`src/rtl/center_of_mass_if.sv`:
```
// Pixel-stream and result bus between the colour filter, center_of_mass and compare.
// The master drives pixels and the frame strobe; the slave returns the centre of mass.
interface center_of_mass_if;
   logic [10:0] x_in;
   logic [9:0]  y_in;
   logic        valid_in;
   logic        tabulate_in;
   logic [10:0] x_out;
   logic [9:0]  y_out;
   logic        valid_out;
   logic        busy_out;

   modport master (
      output x_in, y_in, valid_in, tabulate_in,
      input  x_out, y_out, valid_out, busy_out
   );

   modport slave (
      input  x_in, y_in, valid_in, tabulate_in,
      output x_out, y_out, valid_out, busy_out
   );
endinterface

```
`src/rtl/center_of_mass.sv`:
```
// Frame accumulator for masked pixel coordinates. At end of frame it divides the
// coordinate sums by the pixel count with two parallel serial restoring dividers.
module center_of_mass #(
   parameter int H_WIDTH    = 320,
   parameter int V_HEIGHT   = 240,
   parameter int MIN_PIXELS = 1
) (
   input  logic             clk_in,
   input  logic             rst_in,
   center_of_mass_if.slave  bus
);

   localparam logic [10:0] LP_H_LIMIT = 11'(H_WIDTH);
   localparam logic [9:0]  LP_V_LIMIT = 10'(V_HEIGHT);
   localparam logic [16:0] LP_MIN_CNT = 17'(MIN_PIXELS);
   localparam logic [16:0] LP_CNT_MAX = 17'h1FFFF;

   typedef enum logic [1:0] {
      ST_IDLE   = 2'd0,
      ST_DIVIDE = 2'd1,
      ST_DONE   = 2'd2
   } state_t;

   state_t      r_state;
   logic [16:0] r_count;
   logic [24:0] r_sum_x;
   logic [24:0] r_sum_y;
   logic [24:0] r_dvd_x;
   logic [24:0] r_dvd_y;
   logic [16:0] r_rem_x;
   logic [16:0] r_rem_y;
   logic [16:0] r_divisor;
   logic [4:0]  r_iter;
   logic [10:0] r_x_out;
   logic [9:0]  r_y_out;
   logic        r_valid_out;
   logic        r_busy_out;

   logic        w_qual;
   logic        w_start;
   logic [16:0] w_count_fin;
   logic [24:0] w_sum_x_fin;
   logic [24:0] w_sum_y_fin;
   logic [17:0] w_trial_x;
   logic [17:0] w_trial_y;
   logic        w_ge_x;
   logic        w_ge_y;
   logic [16:0] w_rem_x_nxt;
   logic [16:0] w_rem_y_nxt;
   logic [17:0] w_diff_x;
   logic [17:0] w_diff_y;

   // Qualify the current pixel and form the frame totals including it.
   always_comb begin
      w_qual      = bus.valid_in && (bus.x_in < LP_H_LIMIT) && (bus.y_in < LP_V_LIMIT)
                    && (r_count != LP_CNT_MAX);
      w_count_fin = r_count;
      w_sum_x_fin = r_sum_x;
      w_sum_y_fin = r_sum_y;
      if (w_qual) begin
         w_count_fin = r_count + 17'd1;
         w_sum_x_fin = r_sum_x + {14'd0, bus.x_in};
         w_sum_y_fin = r_sum_y + {15'd0, bus.y_in};
      end else begin
         w_count_fin = r_count;
      end
      w_start = bus.tabulate_in && (w_count_fin >= LP_MIN_CNT) && (w_count_fin != 17'd0);
   end

   // One restoring step per divider: shift in the next dividend bit, subtract if it fits.
   always_comb begin
      w_trial_x = {r_rem_x, r_dvd_x[24]};
      w_trial_y = {r_rem_y, r_dvd_y[24]};
      w_diff_x  = w_trial_x - {1'b0, r_divisor};
      w_diff_y  = w_trial_y - {1'b0, r_divisor};
      w_ge_x    = (w_trial_x >= {1'b0, r_divisor});
      w_ge_y    = (w_trial_y >= {1'b0, r_divisor});
      if (w_ge_x) begin
         w_rem_x_nxt = w_diff_x[16:0];
      end else begin
         w_rem_x_nxt = w_trial_x[16:0];
      end
      if (w_ge_y) begin
         w_rem_y_nxt = w_diff_y[16:0];
      end else begin
         w_rem_y_nxt = w_trial_y[16:0];
      end
   end

   // Frame accumulators; cleared on every tabulate regardless of FSM state.
   always_ff @(posedge clk_in or posedge rst_in) begin
      if (rst_in) begin
         r_count <= 17'd0;
         r_sum_x <= 25'd0;
         r_sum_y <= 25'd0;
      end else if (bus.tabulate_in) begin
         r_count <= 17'd0;
         r_sum_x <= 25'd0;
         r_sum_y <= 25'd0;
      end else begin
         r_count <= w_count_fin;
         r_sum_x <= w_sum_x_fin;
         r_sum_y <= w_sum_y_fin;
      end
   end

   // Control FSM with divider datapath; quotient bits shift into the dividend registers.
   always_ff @(posedge clk_in or posedge rst_in) begin
      if (rst_in) begin
         r_state     <= ST_IDLE;
         r_dvd_x     <= 25'd0;
         r_dvd_y     <= 25'd0;
         r_rem_x     <= 17'd0;
         r_rem_y     <= 17'd0;
         r_divisor   <= 17'd0;
         r_iter      <= 5'd0;
         r_x_out     <= 11'd0;
         r_y_out     <= 10'd0;
         r_valid_out <= 1'b0;
         r_busy_out  <= 1'b0;
      end else begin
         case (r_state)
            ST_IDLE: begin
               r_valid_out <= 1'b0;
               if (w_start) begin
                  r_dvd_x    <= w_sum_x_fin;
                  r_dvd_y    <= w_sum_y_fin;
                  r_divisor  <= w_count_fin;
                  r_rem_x    <= 17'd0;
                  r_rem_y    <= 17'd0;
                  r_iter     <= 5'd24;
                  r_busy_out <= 1'b1;
                  r_state    <= ST_DIVIDE;
               end else begin
                  r_busy_out <= 1'b0;
               end
            end
            ST_DIVIDE: begin
               r_valid_out <= 1'b0;
               r_rem_x     <= w_rem_x_nxt;
               r_rem_y     <= w_rem_y_nxt;
               r_dvd_x     <= {r_dvd_x[23:0], w_ge_x};
               r_dvd_y     <= {r_dvd_y[23:0], w_ge_y};
               r_iter      <= r_iter - 5'd1;
               if (r_iter == 5'd0) begin
                  r_state <= ST_DONE;
               end else begin
                  r_state <= ST_DIVIDE;
               end
            end
            ST_DONE: begin
               r_x_out     <= r_dvd_x[10:0];
               r_y_out     <= r_dvd_y[9:0];
               r_valid_out <= 1'b1;
               r_busy_out  <= 1'b0;
               r_state     <= ST_IDLE;
            end
            default: begin
               r_valid_out <= 1'b0;
               r_busy_out  <= 1'b0;
               r_state     <= ST_IDLE;
            end
         endcase
      end
   end

   assign bus.x_out     = r_x_out;
   assign bus.y_out     = r_y_out;
   assign bus.valid_out = r_valid_out;
   assign bus.busy_out  = r_busy_out;

endmodule
```
`src/flat_wrapper.sv`:
```
// flat-port wrapper written by rule: the top's interface ports become plain ports
module center_of_mass_flat 
#(
   parameter int H_WIDTH    = 320,
   parameter int V_HEIGHT   = 240,
   parameter int MIN_PIXELS = 1
)
  (clk_in, rst_in, bus_x_in, bus_y_in, bus_valid_in, bus_tabulate_in, bus_x_out, bus_y_out, bus_valid_out, bus_busy_out);
  center_of_mass_if bus_i ();
  input  logic clk_in;
  input  logic rst_in;
  input wire logic [$bits(bus_i.x_in)-1:0] bus_x_in;
  input wire logic [$bits(bus_i.y_in)-1:0] bus_y_in;
  input wire logic [$bits(bus_i.valid_in)-1:0] bus_valid_in;
  input wire logic [$bits(bus_i.tabulate_in)-1:0] bus_tabulate_in;
  output wire logic [$bits(bus_i.x_out)-1:0] bus_x_out;
  output wire logic [$bits(bus_i.y_out)-1:0] bus_y_out;
  output wire logic [$bits(bus_i.valid_out)-1:0] bus_valid_out;
  output wire logic [$bits(bus_i.busy_out)-1:0] bus_busy_out;
  assign bus_i.x_in = bus_x_in;
  assign bus_i.y_in = bus_y_in;
  assign bus_i.valid_in = bus_valid_in;
  assign bus_i.tabulate_in = bus_tabulate_in;
  assign bus_x_out = bus_i.x_out;
  assign bus_y_out = bus_i.y_out;
  assign bus_valid_out = bus_i.valid_out;
  assign bus_busy_out = bus_i.busy_out;
  center_of_mass #(.H_WIDTH(H_WIDTH), .V_HEIGHT(V_HEIGHT), .MIN_PIXELS(MIN_PIXELS)) u_core (.clk_in(clk_in), .rst_in(rst_in), .bus(bus_i));
endmodule
```
`config.mk`:
```
export PLATFORM = sky130hd
export DESIGN_NAME = center_of_mass_flat
export DESIGN_NICKNAME = d
export VERILOG_FILES = /design/src/rtl/center_of_mass_if.sv /design/src/rtl/center_of_mass.sv /design/src/flat_wrapper.sv
export SDC_FILE = /design/constraint.sdc
export NUM_CORES = 1
export LEC_CHECK = 0
export BUFFER_PORTS_ARGS = -buffer_cell sky130_fd_sc_hd__buf_2
export CORE_MARGIN = 1.5
export CORE_UTILIZATION = 48
export DETAILED_ROUTE_END_ITERATION = 16
export GPL_TIMING_DRIVEN = 0
export PLACE_DENSITY = 0.64
export SYNTH_ARGS = -nofsm -noshare
export SYNTH_HDL_FRONTEND = slang
export SYNTH_SLANG_ARGS = --single-unit
```
`constraint.sdc`:
```
create_clock -name clk_in -period 5.6 [get_ports clk_in]
set_input_delay 0.56 -clock clk_in [delete_from_list [all_inputs] [get_ports clk_in]]
set_output_delay 0.56 -clock clk_in [all_outputs]
set_load 0.01 [all_outputs]
```
==> impl_metrics.toml <==
[outcome]
status = "complete, no violations"

[sta]
timing.final.crit_share_pct = 90.85
grt_setup_unrepaired = "false"
slew_headroom_pct = 38.14
drv_slew = 0
tightest_slew_ns = 0.9280
finalHoldViolCount = 0
period_minus_slack_ns = 5.087
setup_viol = 0
fmax_mhz = 196.6
finalSetupTns_ns = 0
fin_skew_ns = 0.01061

[power_and_ir_drop]
total_power_mw = 5.873
cellPowerDensity_mw_per_mm2 = 450.6
peakVddDrop_mv = 0.2821
power.leakage_nw = 5.452

[clock_network]
cts_setup_buffers = 0
clk_path_buf_depth = 2
h-tree-depth = 4
cts_sinks = 198
ctsResizeCount = 0
cts-hold-fix-buffers = 0
insertion_delay_ns = 0.44
path_clk_slew_ns = 0.08
tritoncts = "yes"
cts_buffers = 17
root_buffer = "clkbuf_16"

[synthesis]
syn_inst = 1219
synth_nets = 1306
seq_area_frac_synth_pct = 42.45
ys_dominant_reg_cell = "dfrtp_1"
postSynthAreaPerCell_um2 = 9.574
yosys_warnings = 0
netlist_area_mm2 = 0.01167
synth-async-reset-ratio_pct = 100.0
synth_edf_count = 0
synth.distinct_cells = 70
yosys_register_bits = 198

[job]
drv_cap = 0

[global_routing]
antenna_found_initial = 0
grt_usage_pct = 25.94
grt_pass1_vias = 9779
grt-ovfl-total = 0
grt_pass1_wl_um = 52270
grt_max_degree = 43

[worst_setup_path]
crit_type = "register to register"
cp_slowest_cell = "clkbuf_1"
cp_slowest_stage_delay_ns = 0.68
critical_path_required_ns = 5.96
cp_max_fo = 10
worst-endpoint-arrival_ns = 5.44
crit_path_cell_trace = "buf_2 > and4_1 > clkbuf_1 > and2_1 > nand4_1 > nor3_1 > ha_1 > nor4_2 > nand4_1 > clkbuf_1 > nor3_1 > xnor2_1 > nand4_1 > o311ai_4 > clkbuf_1 > nand3_1 > o211ai_1"
end_kind = "register"
startpoint_type = "register"

[placement]
port_buffers = 46
place_congestion = 0.8979
post-dp-hpwl_um = 23620

[worst_hold_path]
hold_class = "input port to asynchronous set/reset pin"

[die]
start_util_pct = 49.28
die_y_um = 158.9
ios = 48
core_region_area_mm2 = 0.02368
num_rows = 56
fp.dieW_um = 158.9
dieArea_mm2 = 0.02526

[cells_and_area]
n_fill_cell = 2175
nets = 1376
syn2layout_area_growth_pct = 11.69
num_antenna_cells = 0
drive_gt1_share_pct = 10.83
layout_commonest_cell = "dfrtp_1"
final_cell_mix = "198 x dfrtp_1, 125 x nor2_1, 76 x o21ai_0, 61 x nand2_1, 60 x buf_2"

[routing]
antenna_left = 0
post_drt_wl_per_cell_um = 19.61
viasPerCell = 6.007
vias = 9738
drt_iter0_markers = 750
firstDrtPassIters = 5
drc = 0
totalWireLength_um = 31790
-- metal layers --
metal / global-route usage, % / share of wire (%) / wire [um] / vias to the layer above
li1: - / - / - / 4622
met1: 36.91 / 47 / 15060 / 4785
met2: 41.67 / 46 / 14590 / 289
met3: 3.308 / 4.9 / 1554 / 42
met4: 7.461 / 1.8 / 588 / 0
met5: 0 / 0 / 0 / -
-- cell usage after synthesis (7+ instances only) --
cell type | number | area [um^2]
or2_2 | 7 | 43.79
and2_1 | 10 | 62.56
nor2_1 | 125 | 469.2
nand2_1 | 61 | 229.0
nor3_1 | 38 | 190.2
o31ai_1 | 16 | 120.1
mux2_2 | 21 | 236.5
o21ai_0 | 76 | 380.4
nand4_1 | 26 | 162.7
dfrtp_1 | 198 | 4955
a311o_1 | 13 | 130.1
ha_1 | 58 | 725.7
and3_1 | 10 | 62.56
nand3_1 | 47 | 235.2
a211oi_1 | 12 | 90.09
o211ai_1 | 15 | 112.6
clkbuf_1 | 47 | 176.4
mux2i_1 | 46 | 460.4
a22o_1 | 21 | 183.9
nor2b_1 | 18 | 112.6
or3_1 | 9 | 56.30
a31oi_1 | 11 | 68.82
o2bb2ai_1 | 22 | 192.7
a21oi_1 | 49 | 245.2
buf_2 | 14 | 70.07
xor2_1 | 30 | 262.8
o221ai_1 | 15 | 131.4
xnor2_1 | 43 | 376.6
inv_1 | 50 | 187.7
o21a_1 | 12 | 90.09
-- final timing paths --
| path | start | end | slack [ns] | cells past startpoint |
|---|---|---|---|---|
| max | u_core.r_count[4]$_DFF_PP0_ | u_core.r_dvd_x[7]$_DFFE_PP0P_ | 0.51 | 17 |
| min | rst_in | u_core.r_count[9]$_DFF_PP0_ | 0.30 | 2 |
| max reg2reg | u_core.r_count[4]$_DFF_PP0_ | u_core.r_dvd_x[7]$_DFFE_PP0P_ | 0.51 | 17 |
| min reg2reg | u_core.r_rem_x[16]$_DFFE_PP0P_ | u_core.r_rem_x[16]$_DFFE_PP0P_ | 0.49 | 1 |
| max in group asynchronous | rst_in | u_core.bus.y_out[9]$_DFFE_PP0P_ | 4.40 | 4 |
| min in group clk_in | u_core.r_rem_x[16]$_DFFE_PP0P_ | u_core.r_rem_x[16]$_DFFE_PP0P_ | 0.49 | 1 |
-- sequential cells by signal, summed over array words and instances, names as in the netlist --
name,flops
u_core.r_iter,5
u_core.bus.busy_out,1
u_core.r_rem_x,17
u_core.bus.valid_out,1
u_core.bus.x_out,11
u_core.r_dvd_x,25
u_core.r_rem_y,17
u_core.r_count,17
u_core.r_divisor,17
u_core.bus.y_out,10
u_core.r_state,2
u_core.r_dvd_y,25
u_core.r_sum_x,25
u_core.r_sum_y,25
-- area by class of cell --
| class | count | area, um^2 | area share, % |
|---|---|---|---|
| clock inverter | 13 | 187.7 | 1.440 |
| tap | 319 | 399.1 | 3.062 |
| buffer | 69 | 281.5 | 2.160 |
| sequential | 198 | 4955 | 38.01 |
| inverter | 50 | 191.4 | 1.469 |
| clock buffer | 19 | 442.9 | 3.398 |
| multi-input combinational | 902 | 6247 | 47.93 |
| timing repair buffer | 51 | 330.3 | 2.534 |
-- kinds of logic (layout without fill, tap and decap cells) --
logic type	Yosys count	after routing	synth area share, %
compound gates	328	328	19.85
xor+xnor	73	73	5.478
fa+ha+maj	62	62	6.904
buf+inv	119	202	4.020
flops	198	198	42.45
mux	67	67	5.971
simple gates	372	372	15.32
-- stage by stage --
step	instance area [um^2]	util [%]	setup slack [ns]	cells	hold slack, ns
floorplan	11670	-	1.905	1219	0.4478
global placement	12300	51.95	0.4759	1584	0.4635
detailed placement	12400	52.38	0.4765	1589	0.4764
CTS	13040	55.04	0.4968	1621	0.3315
global route	13040	55.04	0.1682	1621	0.3667
finish	13040	55.04	0.5125	1621	0.2983
-- power by group --
group / total (mW) / internal (mW) / switching [mW]
clock network: 1.33 / 0.733 / 0.602
logic: 2.55 / 1.06 / 1.48
registers: 1.99 / 1.75 / 0.240
total: 5.87 / 3.55 / 2.33
-- critical path, delay by kind of cell, from the launching register on --
family / cells / cell delay [ns]
compound gates: 2 / 0.66
xor+xnor: 1 / 0.40
buf+inv: 4 / 1.59
fa+ha+maj: 1 / 0.24
simple gates: 9 / 1.76
flops: 1 / 0.32
(Power assumes the default switching activity.)
